$ cat src/rtl/multicycle_controller.sv
// ----------------------------------------------------------------------------
// multicycle_controller
//   Main control FSM of the multicycle RV32I core. Decodes the latched
//   instruction fields and the ALU flags, and drives every data_path control
//   input plus mem_write to data memory. One instruction at a time, 3-5 cycles
//   each (2 for an illegal opcode). Outputs are a combinational function of
//   state, opcode/funct fields and ALU flags.
//
// Ports
//   clk, reset                  clock, synchronous active-high reset
//   op, funct3, funct7b5        instruction fields (instr[6:0], [14:12], [30])
//   zero, cout, overflow, sign  ALU flags of the current-cycle operation
//   imm_src                     000 I, 001 S, 010 B, 011 J, 100 U
//   alu_control                 0 ADD/SUB,1 AND,2 OR,3 XOR,4 SLT,5 SLTU,
//                               6 SLL,7 SRL,8 SRA
//   add_sub_mode                1 = subtract
//   alu_src_a                   0 pc, 1 old_pc, 2 A
//   alu_src_b                   0 rs2, 1 imm_ext, 2 const 4
//   result_src                  0 alu_out, 1 data, 2 alu_result, 3 imm_ext
//   adr_src                     0 pc, 1 result
//   ir_write, pc_write, reg_write, mem_write   write enables
//   instr_done                  pulse in the last cycle of a legal instruction
//   illegal_instr               pulse in DECODE for an unsupported opcode
//   state_dbg                   current state encoding
// ----------------------------------------------------------------------------
module multicycle_controller #(
    parameter logic [3:0] RESET_STATE = 4'd0
) (
    input  logic       clk,
    input  logic       reset,
    input  logic [6:0] op,
    input  logic [2:0] funct3,
    input  logic       funct7b5,
    input  logic       zero,
    input  logic       cout,
    input  logic       overflow,
    input  logic       sign,
    output logic [2:0] imm_src,
    output logic [3:0] alu_control,
    output logic       add_sub_mode,
    output logic [1:0] alu_src_a,
    output logic [1:0] alu_src_b,
    output logic [1:0] result_src,
    output logic       adr_src,
    output logic       ir_write,
    output logic       pc_write,
    output logic       reg_write,
    output logic       mem_write,
    output logic       instr_done,
    output logic       illegal_instr,
    output logic [3:0] state_dbg
);

    typedef enum logic [3:0] {
        S_FETCH     = 4'd0,
        S_DECODE    = 4'd1,
        S_MEMADR    = 4'd2,
        S_MEMREAD   = 4'd3,
        S_MEMWB     = 4'd4,
        S_MEMWRITE  = 4'd5,
        S_EXEC_R    = 4'd6,
        S_EXEC_I    = 4'd7,
        S_ALUWB     = 4'd8,
        S_BRANCH    = 4'd9,
        S_JAL       = 4'd10,
        S_JALR      = 4'd11,
        S_JALR_LINK = 4'd12,
        S_LUI       = 4'd13,
        S_AUIPC     = 4'd14
    } state_t;

    localparam logic [6:0] OP_LW    = 7'b0000011;
    localparam logic [6:0] OP_SW    = 7'b0100011;
    localparam logic [6:0] OP_R     = 7'b0110011;
    localparam logic [6:0] OP_I     = 7'b0010011;
    localparam logic [6:0] OP_BR    = 7'b1100011;
    localparam logic [6:0] OP_JAL   = 7'b1101111;
    localparam logic [6:0] OP_JALR  = 7'b1100111;
    localparam logic [6:0] OP_LUI   = 7'b0110111;
    localparam logic [6:0] OP_AUIPC = 7'b0010111;

    // Branch condition from funct3 and the flags of the rs1-rs2 subtraction.
    function automatic logic branch_taken(input logic [2:0] f3, input logic z,
                                          input logic c, input logic v, input logic s);
        case (f3)
            3'b000:  return z;
            3'b001:  return ~z;
            3'b100:  return s ^ v;
            3'b101:  return ~(s ^ v);
            3'b110:  return ~c;
            3'b111:  return c;
            default: return 1'b0;
        endcase
    endfunction

    // ALU operation for R/I-type: returns {alu_control, add_sub_mode}.
    // SUB only exists for R-type; I-type funct7b5 is part of the immediate
    // except for shifts, where it selects SRAI.
    function automatic logic [4:0] alu_decode(input logic [2:0] f3, input logic f7,
                                              input logic is_r);
        case (f3)
            3'b000:  return {4'd0, is_r & f7};
            3'b001:  return {4'd6, 1'b0};
            3'b010:  return {4'd4, 1'b1};
            3'b011:  return {4'd5, 1'b1};
            3'b100:  return {4'd3, 1'b0};
            3'b101:  return f7 ? {4'd8, 1'b0} : {4'd7, 1'b0};
            3'b110:  return {4'd2, 1'b0};
            3'b111:  return {4'd1, 1'b0};
            default: return {4'd0, 1'b0};
        endcase
    endfunction

    state_t state_r;
    state_t next_state_s;
    logic   ir_write_s, pc_write_s, reg_write_s, mem_write_s;
    logic   instr_done_s, illegal_instr_s;

    // State register; reset returns to FETCH and aborts any instruction.
    always_ff @(posedge clk) begin
        if (reset) begin
            state_r <= state_t'(RESET_STATE);
        end else begin
            state_r <= next_state_s;
        end
    end

    // Next-state and control decode.
    always_comb begin
        next_state_s    = S_FETCH;
        imm_src         = 3'b000;
        alu_control     = 4'd0;
        add_sub_mode    = 1'b0;
        alu_src_a       = 2'd0;
        alu_src_b       = 2'd0;
        result_src      = 2'd0;
        adr_src         = 1'b0;
        ir_write_s      = 1'b0;
        pc_write_s      = 1'b0;
        reg_write_s     = 1'b0;
        mem_write_s     = 1'b0;
        instr_done_s    = 1'b0;
        illegal_instr_s = 1'b0;
        case (state_r)
            S_FETCH: begin
                ir_write_s   = 1'b1;
                alu_src_b    = 2'd2;
                result_src   = 2'd2;
                pc_write_s   = 1'b1;
                next_state_s = S_DECODE;
            end
            S_DECODE: begin
                // Precompute old_pc + imm as a branch/jal target.
                alu_src_a = 2'd1;
                alu_src_b = 2'd1;
                case (op)
                    OP_BR:            imm_src = 3'b010;
                    OP_JAL:           imm_src = 3'b011;
                    OP_SW:            imm_src = 3'b001;
                    OP_LUI, OP_AUIPC: imm_src = 3'b100;
                    default:          imm_src = 3'b000;
                endcase
                case (op)
                    OP_LW, OP_SW: next_state_s = S_MEMADR;
                    OP_R:         next_state_s = S_EXEC_R;
                    OP_I:         next_state_s = S_EXEC_I;
                    OP_BR:        next_state_s = S_BRANCH;
                    OP_JAL:       next_state_s = S_JAL;
                    OP_JALR:      next_state_s = S_JALR;
                    OP_LUI:       next_state_s = S_LUI;
                    OP_AUIPC:     next_state_s = S_AUIPC;
                    default: begin
                        next_state_s    = S_FETCH;
                        illegal_instr_s = 1'b1;
                    end
                endcase
            end
            S_MEMADR: begin
                alu_src_a    = 2'd2;
                alu_src_b    = 2'd1;
                imm_src      = op[5] ? 3'b001 : 3'b000;
                next_state_s = op[5] ? S_MEMWRITE : S_MEMREAD;
            end
            S_MEMREAD: begin
                adr_src      = 1'b1;
                next_state_s = S_MEMWB;
            end
            S_MEMWB: begin
                result_src   = 2'd1;
                reg_write_s  = 1'b1;
                instr_done_s = 1'b1;
            end
            S_MEMWRITE: begin
                adr_src      = 1'b1;
                mem_write_s  = 1'b1;
                instr_done_s = 1'b1;
            end
            S_EXEC_R: begin
                alu_src_a                   = 2'd2;
                {alu_control, add_sub_mode} = alu_decode(funct3, funct7b5, 1'b1);
                next_state_s                = S_ALUWB;
            end
            S_EXEC_I: begin
                alu_src_a                   = 2'd2;
                alu_src_b                   = 2'd1;
                {alu_control, add_sub_mode} = alu_decode(funct3, funct7b5, 1'b0);
                next_state_s                = S_ALUWB;
            end
            S_ALUWB: begin
                reg_write_s  = 1'b1;
                instr_done_s = 1'b1;
            end
            S_BRANCH: begin
                alu_src_a    = 2'd2;
                add_sub_mode = 1'b1;
                pc_write_s   = branch_taken(funct3, zero, cout, overflow, sign);
                instr_done_s = 1'b1;
            end
            S_JAL: begin
                // pc <= target held in alu_out while the ALU forms old_pc+4.
                alu_src_a    = 2'd1;
                alu_src_b    = 2'd2;
                pc_write_s   = 1'b1;
                next_state_s = S_ALUWB;
            end
            S_JALR: begin
                alu_src_a    = 2'd2;
                alu_src_b    = 2'd1;
                result_src   = 2'd2;
                pc_write_s   = 1'b1;
                next_state_s = S_JALR_LINK;
            end
            S_JALR_LINK: begin
                alu_src_a    = 2'd1;
                alu_src_b    = 2'd2;
                result_src   = 2'd2;
                reg_write_s  = 1'b1;
                instr_done_s = 1'b1;
            end
            S_LUI: begin
                imm_src      = 3'b100;
                result_src   = 2'd3;
                reg_write_s  = 1'b1;
                instr_done_s = 1'b1;
            end
            S_AUIPC: begin
                alu_src_a    = 2'd1;
                alu_src_b    = 2'd1;
                imm_src      = 3'b100;
                next_state_s = S_ALUWB;
            end
            default: begin
                next_state_s = S_FETCH;
            end
        endcase
    end

    // Reset masks every enable and pulse so an aborted instruction writes nothing.
    assign ir_write      = ir_write_s      & ~reset;
    assign pc_write      = pc_write_s      & ~reset;
    assign reg_write     = reg_write_s     & ~reset;
    assign mem_write     = mem_write_s     & ~reset;
    assign instr_done    = instr_done_s    & ~reset;
    assign illegal_instr = illegal_instr_s & ~reset;
    assign state_dbg     = state_r;

endmodule

$ cat config.mk
export PLATFORM = sky130hd
export DESIGN_NAME = multicycle_controller
export DESIGN_NICKNAME = d
export VERILOG_FILES = /design/src/rtl/multicycle_controller.sv
export SDC_FILE = /design/constraint.sdc
export NUM_CORES = 1
export LEC_CHECK = 0
export ABC_AREA = 1
export CAP_MARGIN = 15
export CORE_ASPECT_RATIO = 1.1
export CORE_MARGIN = 4
export CORE_UTILIZATION = 41
export DETAILED_ROUTE_END_ITERATION = 6
export PLACE_DENSITY = 0.85
export SYNTH_ARGS = -nofsm -noshare
export SYNTH_HDL_FRONTEND = slang
export SYNTH_SLANG_ARGS = --single-unit
$ cat constraint.sdc
create_clock -name clk -period 2.2 [get_ports clk]
set_input_delay 0.44 -clock clk [delete_from_list [all_inputs] [get_ports clk]]
set_output_delay 0.44 -clock clk [all_outputs]
set_load 0.01 [all_outputs]
==> results.tsv, run 1 <==
metric	value	unit
R2R Setup Slk	0.92	ns
largest stage delay on the critical path	0.53	ns
critical path capture point	result_src[1]	
Crit path depth	5	
CP startpoint	state_dbg[1]	
largest cells by area after synthesis	nand2_1 24%, inv_1 14%, nor2_1 13%, dfxtp_1 11%, nand3_1 8.8%	
#FFs+latches synth	4	
area occupied by registers	90.1	µm²
CTS clock-pin slew for the worst setup and hold paths	0.04	ns
dpl cell area	1290	µm²
Total Wirelength	3.22	mm
async set or reset register ratio after synthesis	0	%
# fillers	123	
routing usage on met1	26.5	%
Final ANT Viol Nets	0	
dpl cells	226	
worst-margin pin slew	0.338	ns
first-pass GRT wire length	4.87	mm
Worst slew margin	77.2	%
maximum vdd drop	0.491	mV
syn_area_per_cell	4.83	µm²
Largest register FFs	4	
reg2reg start	state_dbg[0]	
input/output buffers	41	
Row Count	15	
DIE WIDTH	48.5	µm
DRC	0	
First-pass DRT Iterations	4	
Seq/Total Area, Yosys	10.8	%
worst path bufs/invs	1	
delay-heaviest family, CP	buffers and inverters	
largest net degree at the start of global routing	9	
Final period util	99.0	%
Final Cell Area	1390	µm²
R2R depth	8	
Leak Pwr	0.827	nW
layout cells sized above 1	27.0	%
share of the synthesized area in the top cell type	23.9	%
count leader, synth	nand2_1	
Slew Limit Fails	0	
P_int	0.213	mW
Sw Pwr	0.119	mW
Fmax	459	MHz
placer congestion estimate	0.946	
non-filler cells, final	232	
CP Cell Sequence	nand2_1 -> o21ai_1 -> nor2_1 -> nand2_1 -> clkdlybuf4s50_1	
Inserted Clock Buffers	3	
Fin. Hold Viols	0	
Nets	234	
Avg Vias per Cell	5.26	
Hold WS	0.608	ns
GRT Util Overall	23.0	%
DR iter-0 viols	33	
CTS H-Tree Depth	1	
CTS max path bufs	2	
CTS tree	built	
I/O pin total	42	
Die Y-Extent	52.5	µm
status	completed	
part of the power in registers	22.9	%
drt wl/cell	13.9	µm
Yosys cell types	24	
startpoint types	flip-flop	
global routing's busiest layer	met2	
EDFF count, synth	0	
clock group share of total power	26.6	%
top cells by count, synth	47 x nand2_1, 28 x inv_1, 25 x nor2_1	
Skew-Pair Late Insertion Delay	0.22	ns
CP endpoint kind	output port	
Worst Hold Depth	3	
clk sink count	4	
worst-path maximum fanout	8	
critical path class	reg2out	
via count	1221	
Critical Path Slowest Stage Cell	clkdlybuf4s50_1	
max_cap viols	0	
Cells after Synth	153	
most frequent CP cell	nand2_1	
final count of negative-setup-slack endpoints	0	
Synth Warn #	0	
Root Buffer	clkbuf_4	
core footprint	1630	µm²
RR Endpoint	state_dbg[2]	
Worst Slack Setup Final	0.0221	ns
grt ovf	0	
required time worst endpoint	1.76	ns
vias in the first global route	1140	
GRT met3 Usage	5.13	%
syn nets	170	
Antenna diodes	0	
Period minus WS final	2.18	ns
initial antenna violation count	0	
Post-Route Skew	0.00312	ns
Combinational Power Share	50.5	%
Switching Fraction	35.8	%
Power Dens Cells	239	nW/µm²
Final Util	85.1	%
Critical Path AT	1.74	ns
initial core utilization	45.3	%
pre-CTS setup slack	-0.377	ns
multi-input logic area	613	µm²
Top FF cell, synth	dfxtp_1	
met2 Usage GRT	43.3	%
Hold Path Class	reg2reg	
Synth area leader	nand2_1	
DIE AREA	2550	µm²
Synth-to-Final Area Change	87.8	%
HPWL reported at the end of detailed placement	2.26	mm
mapped cell area	739	µm²
layout make-up:
| class | instances | area share (%) |
|---|---|---|
| sequential | 4 | 6.49 |
| inverter | 30 | 8.20 |
| multi-input combinational | 118 | 44.1 |
| tap | 17 | 1.53 |
| timing repair buffer | 60 | 38.0 |
| clock buffer | 3 | 1.62 |
repair_timing:
action | 4_1_cts | 5_1_grt
endpoints found under the setup margin | 17 | 11
pin swaps | 1 | 1
gates resized for setup | 44 | 27
hold buffers | 0 | 0
setup buffers | 3 | 0
layout by cell type (no fill, tap or decap):
cell type	netlist	routed
nand4_1	1	1
nor2_4	0	4
nor3_1	3	3
nand3_2	1	1
o21bai_2	0	1
a21oi_1	4	4
o21ai_0	8	7
clkbuf_2	1	1
buf_4	0	19
dlygate4sd2_1	0	12
a21o_1	2	2
buf_2	0	4
clkdlybuf4s15_1	0	1
inv_2	1	6
nor2_2	2	6
dfxtp_2	0	2
a211oi_2	0	1
nand2_2	1	4
nand2_1	47	44
nor3_2	1	1
o211ai_1	3	3
nor2_1	25	17
nand3_4	0	1
o21ai_2	0	1
o21ai_1	1	1
nand3_1	13	12
inv_1	28	23
clkdlybuf4s50_1	0	17
clkinv_2	1	1
dfxtp_4	0	2
a31oi_1	2	2
o311ai_0	1	1
clkbuf_4	0	3
nor4_1	1	1
dlymetal6s2s_1	0	6
worst register-to-register path, stage by stage (launching register included):
cell,delay [ns]
dfxtp_2,0.33
inv_1,0.13
buf_4,0.15
nand2_2,0.09
nor2_2,0.17
nand2_1,0.08
o21ai_0,0.08
a21oi_1,0.06
nor2_1,0.11
power groups by stage:
| stage | sequential, mW | clock, mW | combinational [mW] |
|---|---|---|---|
| finish | 0.0761 | 0.0882 | 0.168 |
| detailed placement | 0.0784 | 0 | 0.159 |
| global route | 0.0762 | 0.0980 | 0.184 |
| global placement | 0.0783 | 0 | 0.155 |
| floorplan | 0.0789 | 0 | 0.0640 |
| CTS | 0.0780 | 0.0919 | 0.163 |
worst min-delay path by stage:
stage / to / slack [ns] / startpoint
2_1_floorplan: state_dbg[1] / 0.62 / op[5]
3_3_place_gp: state_dbg[2] / 0.66 / state_dbg[2]
3_5_place_dp: state_dbg[0] / 0.70 / state_dbg[3]
4_1_cts: state_dbg[0] / 0.65 / state_dbg[2]
5_1_grt: state_dbg[0] / 0.65 / state_dbg[3]
6_report: state_dbg[0] / 0.61 / state_dbg[3]
through the flow:
stage	TNS (ns)	total power [mW]
finish	0	0.332
global route	-0.122	0.359
CTS	0	0.333
detailed placement	-3.15	0.237
global placement	-2.78	0.234
floorplan	0	0.143
metal layers:
metal | up-vias | part of all wire (%) | routed length, µm
met5 | - | 0 | 0
met4 | 0 | 0.78 | 25
met3 | 4 | 6.8 | 220
met2 | 53 | 53 | 1700
met1 | 554 | 40 | 1280
li1 | 610 | - | -
kinds of logic (layout without fill, tap and decap cells):
group                  Yosys count  after routing  share of synthesized area (%)
AO/OA/AOI/OAI                   23             23                           18.8
buffers and inverters           31             93                           16.1
flip-flops                       4              4                           10.8
AND/OR/NAND/NOR                 95             95                           54.3
Note: power is estimated with default switching activity, not from simulation.
==> run 2: changes to the inputs <==
--- a/config.mk
+++ b/config.mk
@@ -11,6 +11,7 @@
 export CORE_MARGIN = 4
 export CORE_UTILIZATION = 41
 export DETAILED_ROUTE_END_ITERATION = 6
+export HOLD_SLACK_MARGIN = 0.03
 export PLACE_DENSITY = 0.85
 export SYNTH_ARGS = -nofsm -noshare
 export SYNTH_HDL_FRONTEND = slang
==> results of run 2 <==
No change in the layout: final DEF, timing and power equal those of run 1.
==> run 3: changes to the inputs <==
--- a/config.mk
+++ b/config.mk
@@ -6,7 +6,7 @@
 export NUM_CORES = 1
 export LEC_CHECK = 0
 export ABC_AREA = 1
-export CAP_MARGIN = 15
+export CAP_MARGIN = 40
 export CORE_ASPECT_RATIO = 1.1
 export CORE_MARGIN = 4
 export CORE_UTILIZATION = 41
==> results of run 3 <==
No change in the layout: final DEF, timing and power equal those of run 1.
